[config.mk]
export PLATFORM = sky130hd
export DESIGN_NAME = memory_bus_arbiter
export DESIGN_NICKNAME = d
export VERILOG_FILES = /design/src/rtl/memory_bus_arbiter.sv
export SDC_FILE = /design/constraint.sdc
export NUM_CORES = 1
export LEC_CHECK = 0
export CORE_ASPECT_RATIO = 0.5
export CORE_MARGIN = 1.5
export CORE_UTILIZATION = 39
export CTS_CLUSTER_SIZE = 14
export DETAILED_ROUTE_END_ITERATION = 8
export PLACE_DENSITY = 0.95
export SYNTH_ARGS = -nofsm -noshare
export SYNTH_HDL_FRONTEND = slang
export SYNTH_SLANG_ARGS = --single-unit
[constraint.sdc]
create_clock -name clock -period 6 [get_ports clock]
set_input_delay 1.8 -clock clock [delete_from_list [all_inputs] [get_ports clock]]
set_output_delay 1.8 -clock clock [all_outputs]
set_load 0.01 [all_outputs]
[src/rtl/memory_bus_arbiter.sv]
// Two-requester arbiter sharing one 32-bit memory bus, one transaction at a time.
// Optional performance counters are enabled by defining BUS_ARBITER_PERF_COUNTERS_EN.
module memory_bus_arbiter #(
    parameter int READ_LATENCY = 1,
    parameter int ROUND_ROBIN  = 1
) (
    input  logic        clock,
    input  logic        reset,
    input  logic [31:0] req0_address,
    input  logic [31:0] req0_write_data,
    input  logic [3:0]  req0_byte_enable,
    input  logic        req0_read_enable,
    input  logic        req0_write_enable,
    output logic        req0_ready,
    output logic [31:0] req0_read_data,
    input  logic [31:0] req1_address,
    input  logic [31:0] req1_write_data,
    input  logic [3:0]  req1_byte_enable,
    input  logic        req1_read_enable,
    input  logic        req1_write_enable,
    output logic        req1_ready,
    output logic [31:0] req1_read_data,
    output logic [31:0] bus_address,
    output logic [31:0] bus_write_data,
    output logic [3:0]  bus_byte_enable,
    output logic        bus_read_enable,
    output logic        bus_write_enable,
    input  logic [31:0] bus_read_data
`ifdef BUS_ARBITER_PERF_COUNTERS_EN
    ,
    output logic [31:0] perf_grant0_count,
    output logic [31:0] perf_grant1_count,
    output logic [31:0] perf_contention_count
`endif
);

    typedef enum logic [1:0] {
        IDLE  = 2'd0,
        ISSUE = 2'd1,
        WAIT  = 2'd2
    } state_t;

    localparam logic [1:0] WAIT_LOAD = 2'(READ_LATENCY - 1);

    state_t      state_reg, state_next;
    logic [1:0]  wait_count_reg;
    logic        last_grant_reg;
    logic        grant_reg;
    logic        op_write_reg;
    logic [31:0] address_reg;
    logic [31:0] write_data_reg;
    logic [3:0]  byte_enable_reg;

    logic [1:0]  pending;
    logic        winner;
    logic        capture;
    logic        done;
    logic        read_done;
    logic [1:0]  ready_vec;
    logic [31:0] read_data_vec [2];

    assign pending[0] = req0_read_enable | req0_write_enable;
    assign pending[1] = req1_read_enable | req1_write_enable;
    assign capture    = (state_reg == IDLE) && (pending != 2'b00);

    always_comb begin
        winner = pending[1];
        if (pending == 2'b11) begin
            winner = (ROUND_ROBIN != 0) ? ~last_grant_reg : 1'b0;
        end
    end

    always_ff @(posedge clock or posedge reset) begin
        if (reset) begin
            state_reg       <= IDLE;
            wait_count_reg  <= 2'd0;
            last_grant_reg  <= 1'b1;
            grant_reg       <= 1'b0;
            op_write_reg    <= 1'b0;
            address_reg     <= 32'd0;
            write_data_reg  <= 32'd0;
            byte_enable_reg <= 4'd0;
        end else begin
            state_reg <= state_next;
            if (capture) begin
                grant_reg       <= winner;
                last_grant_reg  <= winner;
                // A write enable overrides a simultaneous read enable.
                op_write_reg    <= winner ? req1_write_enable : req0_write_enable;
                address_reg     <= winner ? req1_address : req0_address;
                write_data_reg  <= winner ? req1_write_data : req0_write_data;
                byte_enable_reg <= winner ? req1_byte_enable : req0_byte_enable;
            end
            if (state_reg == ISSUE && !op_write_reg) begin
                wait_count_reg <= WAIT_LOAD;
            end else if (state_reg == WAIT && wait_count_reg != 2'd0) begin
                wait_count_reg <= wait_count_reg - 2'd1;
            end
        end
    end

    always_comb begin
        state_next       = state_reg;
        bus_read_enable  = 1'b0;
        bus_write_enable = 1'b0;
        done             = 1'b0;
        read_done        = 1'b0;
        case (state_reg)
            IDLE: begin
                if (capture) state_next = ISSUE;
            end
            ISSUE: begin
                if (op_write_reg) begin
                    bus_write_enable = 1'b1;
                    done             = 1'b1;
                    state_next       = IDLE;
                end else begin
                    bus_read_enable = 1'b1;
                    state_next      = WAIT;
                end
            end
            WAIT: begin
                if (wait_count_reg == 2'd0) begin
                    done       = 1'b1;
                    read_done  = 1'b1;
                    state_next = IDLE;
                end
            end
            default: state_next = IDLE;
        endcase
    end

    // Address and data stay on the bus between transactions; only the strobes qualify them.
    assign bus_address     = address_reg;
    assign bus_write_data  = write_data_reg;
    assign bus_byte_enable = byte_enable_reg;

    for (genvar gi = 0; gi < 2; gi++) begin : g_requester
        assign ready_vec[gi]     = done && (grant_reg == 1'(gi));
        assign read_data_vec[gi] = (read_done && grant_reg == 1'(gi)) ? bus_read_data : 32'd0;
    end

    assign req0_ready     = ready_vec[0];
    assign req1_ready     = ready_vec[1];
    assign req0_read_data = read_data_vec[0];
    assign req1_read_data = read_data_vec[1];

`ifdef BUS_ARBITER_PERF_COUNTERS_EN
    logic [1:0] served;
    logic       contending;

    for (genvar gi = 0; gi < 2; gi++) begin : g_served
        assign served[gi] = (state_reg == IDLE) ? (capture && (winner == 1'(gi)))
                                                : (grant_reg == 1'(gi));
    end

    assign contending = |(pending & ~served);

    always_ff @(posedge clock or posedge reset) begin
        if (reset) begin
            perf_grant0_count     <= 32'd0;
            perf_grant1_count     <= 32'd0;
            perf_contention_count <= 32'd0;
        end else begin
            if (capture && !winner) perf_grant0_count <= perf_grant0_count + 32'd1;
            if (capture && winner)  perf_grant1_count <= perf_grant1_count + 32'd1;
            if (contending)         perf_contention_count <= perf_contention_count + 32'd1;
        end
    end
`endif

endmodule

==> results summary <==
The run finished with clean final reports. The tree is rooted in a sky130_fd_sc_hd__clkbuf_16. The final routed wire length divided by cell count came out at 18.8 um.

The share of the synthesized area in the top cell type came out at 41.4%. The post-layout net count is just under 1,000. The number of pins exceeding their max-slew limit in the final report is 0. The number of global-route vias before repair came to 4,999. The total clock buffers created by CTS came out at 9. TritonCTS built the clock tree.

The height of the die is 78.7 um. The last weighted congestion value of the routability-driven placer came out at 0.878. The deepest level of the CTS H-tree is 3. The post-DP HPWL is 12.5 mm. The post-CTS resize count came out at 0. The path type of the worst min-delay path is flip-flop to flip-flop. Data on the critical path is required at its endpoint by 4.20 ns. The sort of element at the start of the critical path is a primary input. The number of distinct standard cells referenced by the synthesized netlist is 30. Setup repair after global routing left no endpoint under its margin. The total leakage power is 2.96 nW. The sink count of the clock tree came out at 75.

The clock skew after layout came out at 0.0101 ns. The mean instance size in the synthesized netlist is 8.78 sq um. The final hold violation count is 0. Dividing the detail-routed via count by the number of cells gives 5.60.

The number of warnings issued by yosys is 0. The gate count after technology mapping is 509. For this block, the routed nets add up to about 18 mm of wire.

The total global-route track usage came out at 28.0%. The number of hold-repair buffers added at the cts stage is 0. The initial core utilization is 40.3%. The clock reaches the later pin of the worst-skew pair after about 0.33 ns. The number of antenna violations at the first check in global routing came out at 0. The biggest area contributor in the post-synthesis netlist is sky130_fd_sc_hd__dfrtp_1. The maximum buffer depth of the clock tree is 2.

Entering global routing, the biggest net connects between 60 and 70 pins. Dividing the final minimum period by the clock period gives between 70% and 80%. The global-route wire length before repair is approximately 27 mm.

The overall via count from detail_route is 5,233. Data arrives at the worst endpoint at 2.98 ns. Summed over all failing endpoints, the final setup total negative slack is 0 ns. Ranked by instance count, the synthesized netlist is headed by 74 x sky130_fd_sc_hd__dfrtp_1, 74 x sky130_fd_sc_hd__nor2_1, 69 x sky130_fd_sc_hd__o21ai_0, 68 x sky130_fd_sc_hd__a31oi_1, 66 x sky130_fd_sc_hd__a21oi_2.

For the finished layout, the period the worst path requires is between 4 and 5 ns. The achievable frequency is 0.209 GHz. The power per unit of standard cell area came out at 451 nW/um^2. The capturing element type of the critical path is an output port. The iteration count of the initial detailed-routing pass came out at 7.

The row count is 27. The delay of the slowest critical-path stage came out at roughly 0.53 ns. The count of maximum capacitance violations is 0. The number of antenna diodes in the final layout is 0.

Once routing completed, OpenROAD measured the worst setup slack at between 1 and 1.5 ns. The clock edge transition at the registers on the reported setup and hold paths came out at 0.06 ns. After synthesis, the cell types taking the most area are sky130_fd_sc_hd__dfrtp_1 41%, sky130_fd_sc_hd__a21oi_2 13%, sky130_fd_sc_hd__a31oi_1 9.5%, sky130_fd_sc_hd__and2_1 9.1%, sky130_fd_sc_hd__o21ai_0 7.7%. The tightest slew margin relative to the limit came out at 21.4%. Fill cells in the final layout number 807. The largest fanout of any net on the critical path came out at 2. The actual transition at the worst max-transition pin is 1.18 ns. The flop and latch count out of synthesis is 75.

The total I/O pin count is just over 300. In this run the remaining antenna-violating nets after routing total 0. The critical path goes through clkdlybuf4s50_1 -> and2_1 -> clkdlybuf4s50_1. The share of flip-flops with an asynchronous set or reset came out at 100%.

After detailed routing, the number of remaining DRC violations is 0. The library cell contributing the largest single delay on the critical path is sky130_fd_sc_hd__clkdlybuf4s50_1. The post-CTS setup repair buffer count came out at 0. The width of the die came out at 154 um.

Counting flops with a built-in enable in the synthesized netlist gives 0. The class of the most critical setup path is primary input to output port. The post-synthesis net count came out at around 690. The dominant cell type by count on the critical path is sky130_fd_sc_hd__clkdlybuf4s50_1. The most used flip-flop cell after synthesis is sky130_fd_sc_hd__dfrtp_1. The core outline area came out at ~11,000 sq um. Of the cells placed in the final design, the portion with a size suffix greater than 1 is 12.4%. The final count of negative-setup-slack endpoints came out at 0.

The share of synthesized area occupied by flip-flops and latches came out at 42.0%. The pre-CTS setup slack is 1.22 ns. The count of buffers from port buffering is 309. The die covers 12,200 sq um. The synthesized area came out at 4470 sq um.

The layout overhead on the synthesized area came out at 75.8%. The maximum ir drop on the vdd rail came out at about 0.22 mV. The violation count after the first detailed-route iteration came out at 493. The total overflow left after global routing is 0.
placed cells by master (no fill, tap or decap), types with 2 or more instances in the layout:
cell and instances:
sky130_fd_sc_hd__ha_1 4, sky130_fd_sc_hd__nor2_1 73, sky130_fd_sc_hd__clkdlybuf4s50_1 309, sky130_fd_sc_hd__clkinvlp_4 2
sky130_fd_sc_hd__and2_1 65, sky130_fd_sc_hd__o21ai_0 69, sky130_fd_sc_hd__and3_1 2, sky130_fd_sc_hd__a31oi_1 68
sky130_fd_sc_hd__nor2b_1 2, sky130_fd_sc_hd__a21oi_1 4, sky130_fd_sc_hd__nand2_1 6, sky130_fd_sc_hd__a21oi_2 66
sky130_fd_sc_hd__inv_1 5, sky130_fd_sc_hd__clkinv_4 2, sky130_fd_sc_hd__clkbuf_16 9, sky130_fd_sc_hd__buf_4 8
sky130_fd_sc_hd__dfrtp_1 74, sky130_fd_sc_hd__o21ai_1 2
final timing paths:
check | start | end | slack (ns) | cells past startpoint
min in group asynchronous | reset | bus_write_data[29] | 2.09 | 2
max in group asynchronous | reset | last_grant_reg | 2.90 | 3
hold reg to reg | bus_write_data[7] | bus_write_data[7] | 0.51 | 2
setup reg to reg | state_reg[0] | bus_write_data[27] | 3.67 | 6
setup / recovery | bus_read_data[12] | req0_read_data[12] | 1.22 | 3
hold / removal | bus_write_data[7] | bus_write_data[7] | 0.51 | 2
logic make-up (layout without fill, tap and decap cells):
kind of cell               count (synthesis)  in the layout  share of synthesized area (%)
and+or+nand+nor                          153            153                           17.0
adders and majority gates                  4              4                           1.12
buffers and inverters                     58            339                           6.58
DFF                                       75             75                           42.0
AOI/OAI and AO/OA                        216            216                           32.6
xor gates and xnor gates                   1              1                          0.196
muxes                                      2              2                          0.504
through the flow:
stage               std cells  utilization (%)  cell area, sq um  total power, mW  hold WS, ns
floorplan                 509                -              4470             2.08        0.462
global placement          919             68.2              7550             2.90        0.494
detailed placement        919             68.2              7550             2.97        0.502
CTS                       935             70.9              7860             3.54        0.513
global route              935             70.9              7860             3.74        0.539
finish                    935             70.9              7860             3.55        0.510
cell type report:
type	count	area (sq um)	area share, %
clock buffer	11	243	3.09
multi-input combinational	376	2320	29.5
tap	145	181	2.31
inverter	6	22.5	0.287
sequential	75	1880	23.9
timing repair buffer	317	3150	40.1
clock inverter	5	62.6	0.796
report_power, final:
group	total, mW	internal [mW]	switching [mW]
clock network	0.554	0.335	0.219
registers	0.930	0.769	0.160
logic	2.06	0.990	1.07
total	3.55	2.09	1.45
worst max-delay path, delay by kind of cell:
| family | cells | cell delay, ns |
|---|---|---|
| and+or+nand+nor | 1 | 0.14 |
| buffers and inverters | 2 | 1.04 |
routing by layer:
layer  routed length (um)  GRT usage [%]  share of wire (%)
met5                    0              0                  0
met4                  937           15.6                5.3
met3                 1090           5.57                6.2
met2                 8910           49.3                 51
met1                 6640           32.6                 38
No activity file was read; power rests on OpenSTA's default activity.
